$ cat src/rtl/alu_op_issuer.sv
// MIPS32 decode stage feeding the ALU: turns an instruction plus its register operands into an
// ALU op code, operands and writeback/trap qualifiers behind a valid/ready output with a skid entry.
module alu_op_issuer #(
    parameter int         DW       = 32,
    parameter logic [3:0] ILL_CODE = 4'h0
) (
    input  logic          clk,
    input  logic          rst_n,
    input  logic          flush,
    input  logic          in_valid,
    output logic          in_ready,
    input  logic [31:0]   instr,
    input  logic [DW-1:0] rs_val,
    input  logic [DW-1:0] rt_val,
    output logic          out_valid,
    input  logic          out_ready,
    output logic [3:0]    alu_con,
    output logic [DW-1:0] op_a,
    output logic [DW-1:0] op_b,
    output logic [4:0]    dest,
    output logic          chk_ov,
    output logic          is_branch,
    output logic          illegal
);

    typedef struct packed {
        logic [3:0]    alu_con;
        logic [DW-1:0] op_a;
        logic [DW-1:0] op_b;
        logic [4:0]    dest;
        logic          chk_ov;
        logic          is_branch;
        logic          illegal;
    } dec_t;

    function automatic dec_t decode(input logic [31:0] ins, input logic [DW-1:0] rs,
                                    input logic [DW-1:0] rt);
        dec_t          d;
        logic [5:0]    opc;
        logic [5:0]    fn;
        logic [DW-1:0] sext;
        logic [DW-1:0] zext;
        logic [DW-1:0] shz;
        opc  = ins[31:26];
        fn   = ins[5:0];
        sext = {{(DW-16){ins[15]}}, ins[15:0]};
        zext = {{(DW-16){1'b0}}, ins[15:0]};
        shz  = {{(DW-5){1'b0}}, ins[10:6]};
        d      = '0;
        d.op_a = rs;
        case (opc)
            6'h00: begin
                d.op_b = rt;
                d.dest = ins[15:11];
                case (fn)
                    6'h20: begin d.alu_con = 4'h0; d.chk_ov = 1'b1; end
                    6'h22: begin d.alu_con = 4'h1; d.chk_ov = 1'b1; end
                    6'h24: d.alu_con = 4'h2;
                    6'h25: d.alu_con = 4'h3;
                    6'h26: d.alu_con = 4'h4;
                    6'h27: d.alu_con = 4'h5;
                    6'h21: d.alu_con = 4'hE;
                    6'h23: d.alu_con = 4'hF;
                    // Shifts take the shifted value from rt and the amount from shamt
                    6'h00: begin d.alu_con = 4'h6; d.op_a = rt; d.op_b = shz; end
                    6'h02: begin d.alu_con = 4'h7; d.op_a = rt; d.op_b = shz; end
                    default: d.illegal = 1'b1;
                endcase
            end
            6'h08: begin d.alu_con = 4'h0; d.op_b = sext; d.dest = ins[20:16]; d.chk_ov = 1'b1; end
            6'h09: begin d.alu_con = 4'hE; d.op_b = sext; d.dest = ins[20:16]; end
            6'h0C: begin d.alu_con = 4'h2; d.op_b = zext; d.dest = ins[20:16]; end
            6'h0D: begin d.alu_con = 4'h3; d.op_b = zext; d.dest = ins[20:16]; end
            6'h0E: begin d.alu_con = 4'h4; d.op_b = zext; d.dest = ins[20:16]; end
            6'h23: begin d.alu_con = 4'hE; d.op_b = sext; d.dest = ins[20:16]; end
            6'h2B: begin d.alu_con = 4'hE; d.op_b = sext; d.dest = 5'd0; end
            6'h04: begin d.alu_con = 4'h8; d.op_b = rt; d.is_branch = 1'b1; end
            6'h05: begin d.alu_con = 4'h9; d.op_b = rt; d.is_branch = 1'b1; end
            6'h06: begin d.alu_con = 4'hC; d.op_b = '0; d.is_branch = 1'b1; end
            6'h07: begin d.alu_con = 4'hB; d.op_b = '0; d.is_branch = 1'b1; end
            default: d.illegal = 1'b1;
        endcase
        if (d.illegal) begin
            d         = '0;
            d.alu_con = ILL_CODE;
            d.illegal = 1'b1;
        end else begin
            d.illegal = 1'b0;
        end
        return d;
    endfunction

    dec_t dec_s;
    dec_t out_r;
    dec_t skid_r;
    logic out_valid_r;
    logic skid_valid_r;
    logic accept_s;
    logic load_s;
    logic unused_s;

    // Register source fields are not needed; operand values arrive already read
    assign unused_s = ^instr[25:21];

    // Decode the presented instruction and derive handshake qualifiers
    always_comb begin
        dec_s    = decode(instr, rs_val, rt_val);
        accept_s = in_valid & ~skid_valid_r;
        load_s   = ~out_valid_r | out_ready;
    end

    // Output register plus skid entry; skid always drains into the output before new input
    always_ff @(posedge clk or negedge rst_n) begin
        if (!rst_n) begin
            out_r        <= '0;
            skid_r       <= '0;
            out_valid_r  <= 1'b0;
            skid_valid_r <= 1'b0;
        end else if (flush) begin
            out_valid_r  <= 1'b0;
            skid_valid_r <= 1'b0;
        end else if (load_s) begin
            if (skid_valid_r) begin
                out_r        <= skid_r;
                out_valid_r  <= 1'b1;
                skid_valid_r <= 1'b0;
            end else if (accept_s) begin
                out_r       <= dec_s;
                out_valid_r <= 1'b1;
            end else begin
                out_valid_r <= 1'b0;
            end
        end else if (accept_s) begin
            skid_r       <= dec_s;
            skid_valid_r <= 1'b1;
        end else begin
            skid_valid_r <= skid_valid_r;
        end
    end

    assign in_ready  = ~skid_valid_r;
    assign out_valid = out_valid_r;
    assign alu_con   = out_r.alu_con;
    assign op_a      = out_r.op_a;
    assign op_b      = out_r.op_b;
    assign dest      = out_r.dest;
    assign chk_ov    = out_r.chk_ov;
    assign is_branch = out_r.is_branch;
    assign illegal   = out_r.illegal;

endmodule
$ cat config.mk
export PLATFORM = sky130hd
export DESIGN_NAME = alu_op_issuer
export DESIGN_NICKNAME = d
export VERILOG_FILES = /design/src/rtl/alu_op_issuer.sv
export SDC_FILE = /design/constraint.sdc
export NUM_CORES = 1
export LEC_CHECK = 0
export ABC_AREA = 1
export CORE_AREA = 3 3 133 122
export DETAILED_ROUTE_END_ITERATION = 7
export DIE_AREA = 0 0 136 125
export PLACE_DENSITY = 0.93
export SYNTH_ARGS = -nofsm -noshare
export SYNTH_HDL_FRONTEND = slang
export SYNTH_SLANG_ARGS = --single-unit
$ cat constraint.sdc
create_clock -name clk -period 3.8 [get_ports clk]
set_input_delay 0.76 -clock clk [delete_from_list [all_inputs] [get_ports clk]]
set_output_delay 0.76 -clock clk [all_outputs]
set_load 0.005 [all_outputs]
# Word level (Yosys, flattened, before mapping)
# Index checks and enable logic that the tools add are counted.
[classes]
mux = 22
reduce_logical = 17
n_eq_ne = 20
bitwise_logic = 6
[op_table]
columns = ["cell", "count"]
rows = [
  ["$mux W76", 2],
  ["$pmux W32 S4", 1],
  ["$mux W75", 1],
  ["$pmux W4 S9", 2],
  ["$mux W64", 1],
  ["$eq A6 B6 Y1 const B", 10],
  ["$mux W32", 1],
  ["$eq A6 B4 Y1 const B", 5],
  ["$eq A6 B3 Y1 const B", 4],
  ["$logic_not A6 Y1", 2],
  ["$mux W1", 11],
  ["$reduce_or A11 Y1", 1],
  ["$pmux W5 S2", 1],
  ["$reduce_or A10 Y1", 1],
  ["$reduce_or A4 Y1", 2],
  ["$eq A6 B2 Y1 const B", 1],
  ["$reduce_and A3 Y1", 2],
  ["$reduce_or A2 Y1", 3],
  ["$reduce_or A3 Y1", 2],
  ["$reduce_or A6 Y1", 1],
  ["$not A1 Y1", 4],
  ["$pmux W1 S2", 2],
  ["$reduce_bool A2 Y1", 2],
  ["$reduce_bool A3 Y1", 1],
  ["2 further kinds", 2],
]
[totals]
in_bits = 101
out_inout_bits = 78
register_bits = 154

# Depth between registers and ports, before layout
[depth]
depth_word = 7
mapped_depth = 14
mapped_depth_nobuf = 12

# Least setup slack after synthesis
# Ideal clock, no wire load.
[synth_timing]
kind = "input -> register"
from = "input instr[3]"
to = "register out_r, in the netlist op_a[21]"
arrival_time_ps = 1921
slack_ps = 1762
path_stages = 11
required_ps = 3684
path_cell_list = "nor2_1 nand2_1 nor2_2 nand2_2 clkbuf_1 nand2_1 nand2_1 nand2_4 nand2_1 nand2_1 nand2_1"
[synth_via]
elab_chain_cells = 7
[synth_lines]
columns = ["item", "line_no", "text"]
rows = [
  ["from (decl)", "12", "input logic [31:0] instr,"],
  ["$eq A6 B2 Y1, or another cell as far along", "55", "case (fn)"],
  ["$reduce_or A10 Y1 (no source line) / $reduce_or A2 Y1 (equally long branches)", "-", ""],
  ["$mux W1 / $mux W64 (equally long branches)", "55", ""],
  ["$pmux W1 S2 / $mux W32 (equally long branches)", "51", "case (opc)"],
  ["$mux W75 *", "83", "if (d.illegal) begin"],
  ["$mux W76 *", "127", "end else if (accept_s) begin"],
  ["$mux W76 *", "123", "if (skid_valid_r) begin"],
  ["to (signal assigned)", "124", "out_r <= skid_r;"],
  ["to (signal assigned)", "128", "out_r <= dec_s;"],
  ["to (decl)", "94", "dec_t out_r;"],
]
# Mark *: on every way between the ends. The rest lies on a longest branch, timed or not. The select of a mux whose other input is x is not followed.
# A chain may end at the register's enable or synchronous reset.

# Worst setup path in the final report
[layout_timing]
from = "input instr[31]"
to = "register out_r, in the netlist op_a[29]"
[layout_via]
elab_chain_cells = 6
[layout_lines]
columns = ["item", "line_no"]
rows = [
  ["$eq A6 B3 Y1, or another cell as far along", "51"],
  ["$reduce_or A11 Y1 (no source line)", "-"],
  ["$pmux W1 S2", "51"],
  ["$mux W75 *", "83"],
  ["$mux W76 *", "127"],
  ["$mux W76 *", "123"],
]
# Marks and branches as above.

==> reports/metrics.cfg <==
[setup_path]
crit_required_ps = 4160
crit_fanout = 48
r2r_start = skid_valid_r
path_cells = clkdlybuf4s50_1 -> nor2_4 -> nand3_2 -> nand3_4 -> inv_2 -> nand2_2 -> nand2_2 -> inv_4 -> buf_4 -> nand2_4 -> nand2_1 -> nand2_1 -> nand2_1
rr_endpoint = op_b[12]
r2r_setup_slack_ps = 1260
worstPathArrival_ps = 3270
cpPeakStageDelay_ps = 460
end_kind = register
crit_family = buffers and inverters
cp_common_cell = nand2_1
cp.buffers_inverters = 4
rr_worst_depth = 7
critical_path_class = primary input to register
worstSetupStartpointType = primary input
cpMaxStageDelayCell = clkdlybuf4s50_1

[die]
die_area_sq_um = 17000
core.rowCount = 42
initial_core_util_pct = 56.3
boundaryPins = 179
core_sq_um = 14800
die_w_microns = 136
die_h_microns = 125

[logic_synthesis]
synthArstFlopShare_pct = 100
synth_area_sq_um = 8350
synth_area_per_cell_sq_um = 6.84
syn_nets = 1321
yosysSeqAreaShare_pct = 46.2
yosys_most_used_dff = dfrtp_1
synth_warnings = 0
synth_edf_count = 0
ys_ff_latch = 154
syn_inst = 1220
netlist-cell-type-count = 29

[pwr]
leakagePower_nw = 6.11
vdd_drop_max_mv = 0.394
powerDensity_nw_per_um2 = 398

[global_route]
grt_pass1_vias = 7833
grt_start_max_net_pins = 95
grt_pass1_wl_microns = 39000
antenna_found_initial = 0
grt_use_total_pct = 28.8
grt_remaining_overflow = 0

[drt]
dr_total_vias = 8331
drt_iter0_drc = 621
firstDrtPassIters = 5
wl_per_cell_microns = 15.6
ant_nets = 0
drt-total-wl_microns = 24400
vias_per_cell = 5.32
drc = 0

[timing]
fmax_mhz = 343
rsz0062_at_grt = no
finalHoldViolCount = 0
setup_violations = 0
period_share_pct = 76.6
slew_violations = 0
finClkSkew_ps = 11.8
relSlewSlack_pct = 39.6
tns_ps = 0
timing.hold.ws_ps = 324
worst_pin_slew_ps = 906
period_needed_ps = 2910

[place]
placed_cells = 1536
gp_congestion = 0.909
post-dp-hpwl_microns = 16700
port_buffers = 173

[cts]
htreeDepth = 4
cts.sinks = 154
root_buffer = clkbuf_16
ctsResizeCount = 0
cts_tree = done
cts_made_buffers = 17
clk_latency_ps = 430
cts.clk_slew.worst_paths_ps = 60
cts_setup_buffers = 0
clk_path_buf_depth = 2
cts_hold_buffers = 0

[run]
drv_cap = 0

[finish]
fin_cells = 1567
insertedDiodeCount = 0
final_common_cell = nand2_1
nets = 1458
nFillCells = 1154
syn_to_final_growth_pct = 29.3
layout_common_cells = 588 x nand2_1, 172 x clkdlybuf4s50_1, 165 x nor2_1, 154 x dfrtp_1, 52 x nand3_1
drive_gt1_share_pct = 6.36

[hold_path]
hp-class = primary input to asynchronous set/reset pin

[status]
outcome = complete, no violations

Yosys cell counts, types with 11 or more instances:
| cell type | number | area [sq um] |
|---|---|---|
| dfrtp_1 | 154 | 3850 |
| o21ai_0 | 46 | 230 |
| buf_2 | 11 | 55.1 |
| o21ai_1 | 38 | 190 |
| nand3_1 | 53 | 265 |
| inv_1 | 35 | 131 |
| clkbuf_1 | 53 | 199 |
| nor2_1 | 165 | 619 |
| o21bai_1 | 16 | 120 |
| nand2_4 | 11 | 124 |
| nand2_1 | 589 | 2210 |
cells by family after synthesis:
family	after synthesis	synth area share, %
AO/OA/AOI/OAI	109	7.15
buffers and inverters	114	5.74
AND/OR/NAND/NOR	843	40.9
flip-flops	154	46.2
where the power goes:
group / leakage [nW] / switching (mW) / internal, mW
registers: 2.10 / 0.0768 / 1.77
clock network: 0.290 / 0.702 / 1.05
logic: 3.72 / 0.358 / 0.329
state kept, by name (all words and copies together) (netlist names):
| signal | flops |
|---|---|
| op_a | 32 |
| out_valid | 1 |
| is_branch | 1 |
| chk_ov | 1 |
| illegal | 1 |
| op_b | 32 |
| skid_r | 76 |
| skid_valid_r | 1 |
| alu_con | 4 |
| dest | 5 |
worst register-to-register path, cell delays in order, from the launching register on:
cell     delay (ps)
dfrtp_1         500
inv_4           370
buf_4           570
buf_4           620
nor2_1          130
nor2_1          140
nand2_1          90
nand2_1          60
through the flow:
stage               util (%)  total power, mW  setup WS (ps)  area (sq um)
finish                  72.8             4.29            888         10800
CTS                     72.8             4.30            948         10800
detailed placement      68.7             2.55            501         10200
global placement        68.7             2.53            517         10200
global route            72.8             4.46            747         10800
floorplan                  -             2.17           1760          8350
layout make-up:
type                       instances  area (sq um)  area share (%)
clock buffer                      18           439            4.07
clock inverter                    13           166            1.54
inverter                          42           163            1.51
multi-input combinational        952          4040            37.4
sequential                       154          3850            35.7
tap                              198           248            2.30
timing repair buffer             190          1890            17.5
per-layer routing:
| layer | global-route usage (%) | routed length, microns | share of wire (%) | vias to the layer above |
|---|---|---|---|---|
| met1 | 40.4 | 10700 | 44 | 3867 |
| li1 | - | - | - | 4053 |
| met5 | 0 | 0 | 0 | - |
| met4 | 11.1 | 792 | 3.2 | 0 |
| met3 | 5.98 | 1810 | 7.4 | 61 |
| met2 | 44.0 | 11100 | 45 | 350 |
worst max path at each step:
stage | end | cells past startpoint | start
3_3_place_gp | op_a[26] | 13 | instr[31]
6_report | op_a[29] | 13 | instr[31]
2_1_floorplan | op_a[21] | 11 | instr[3]
3_5_place_dp | op_a[29] | 13 | instr[31]
5_1_grt | skid_r[71] | 11 | instr[31]
4_1_cts | op_a[29] | 13 | instr[31]
No activity file was read; power rests on OpenSTA's default activity.
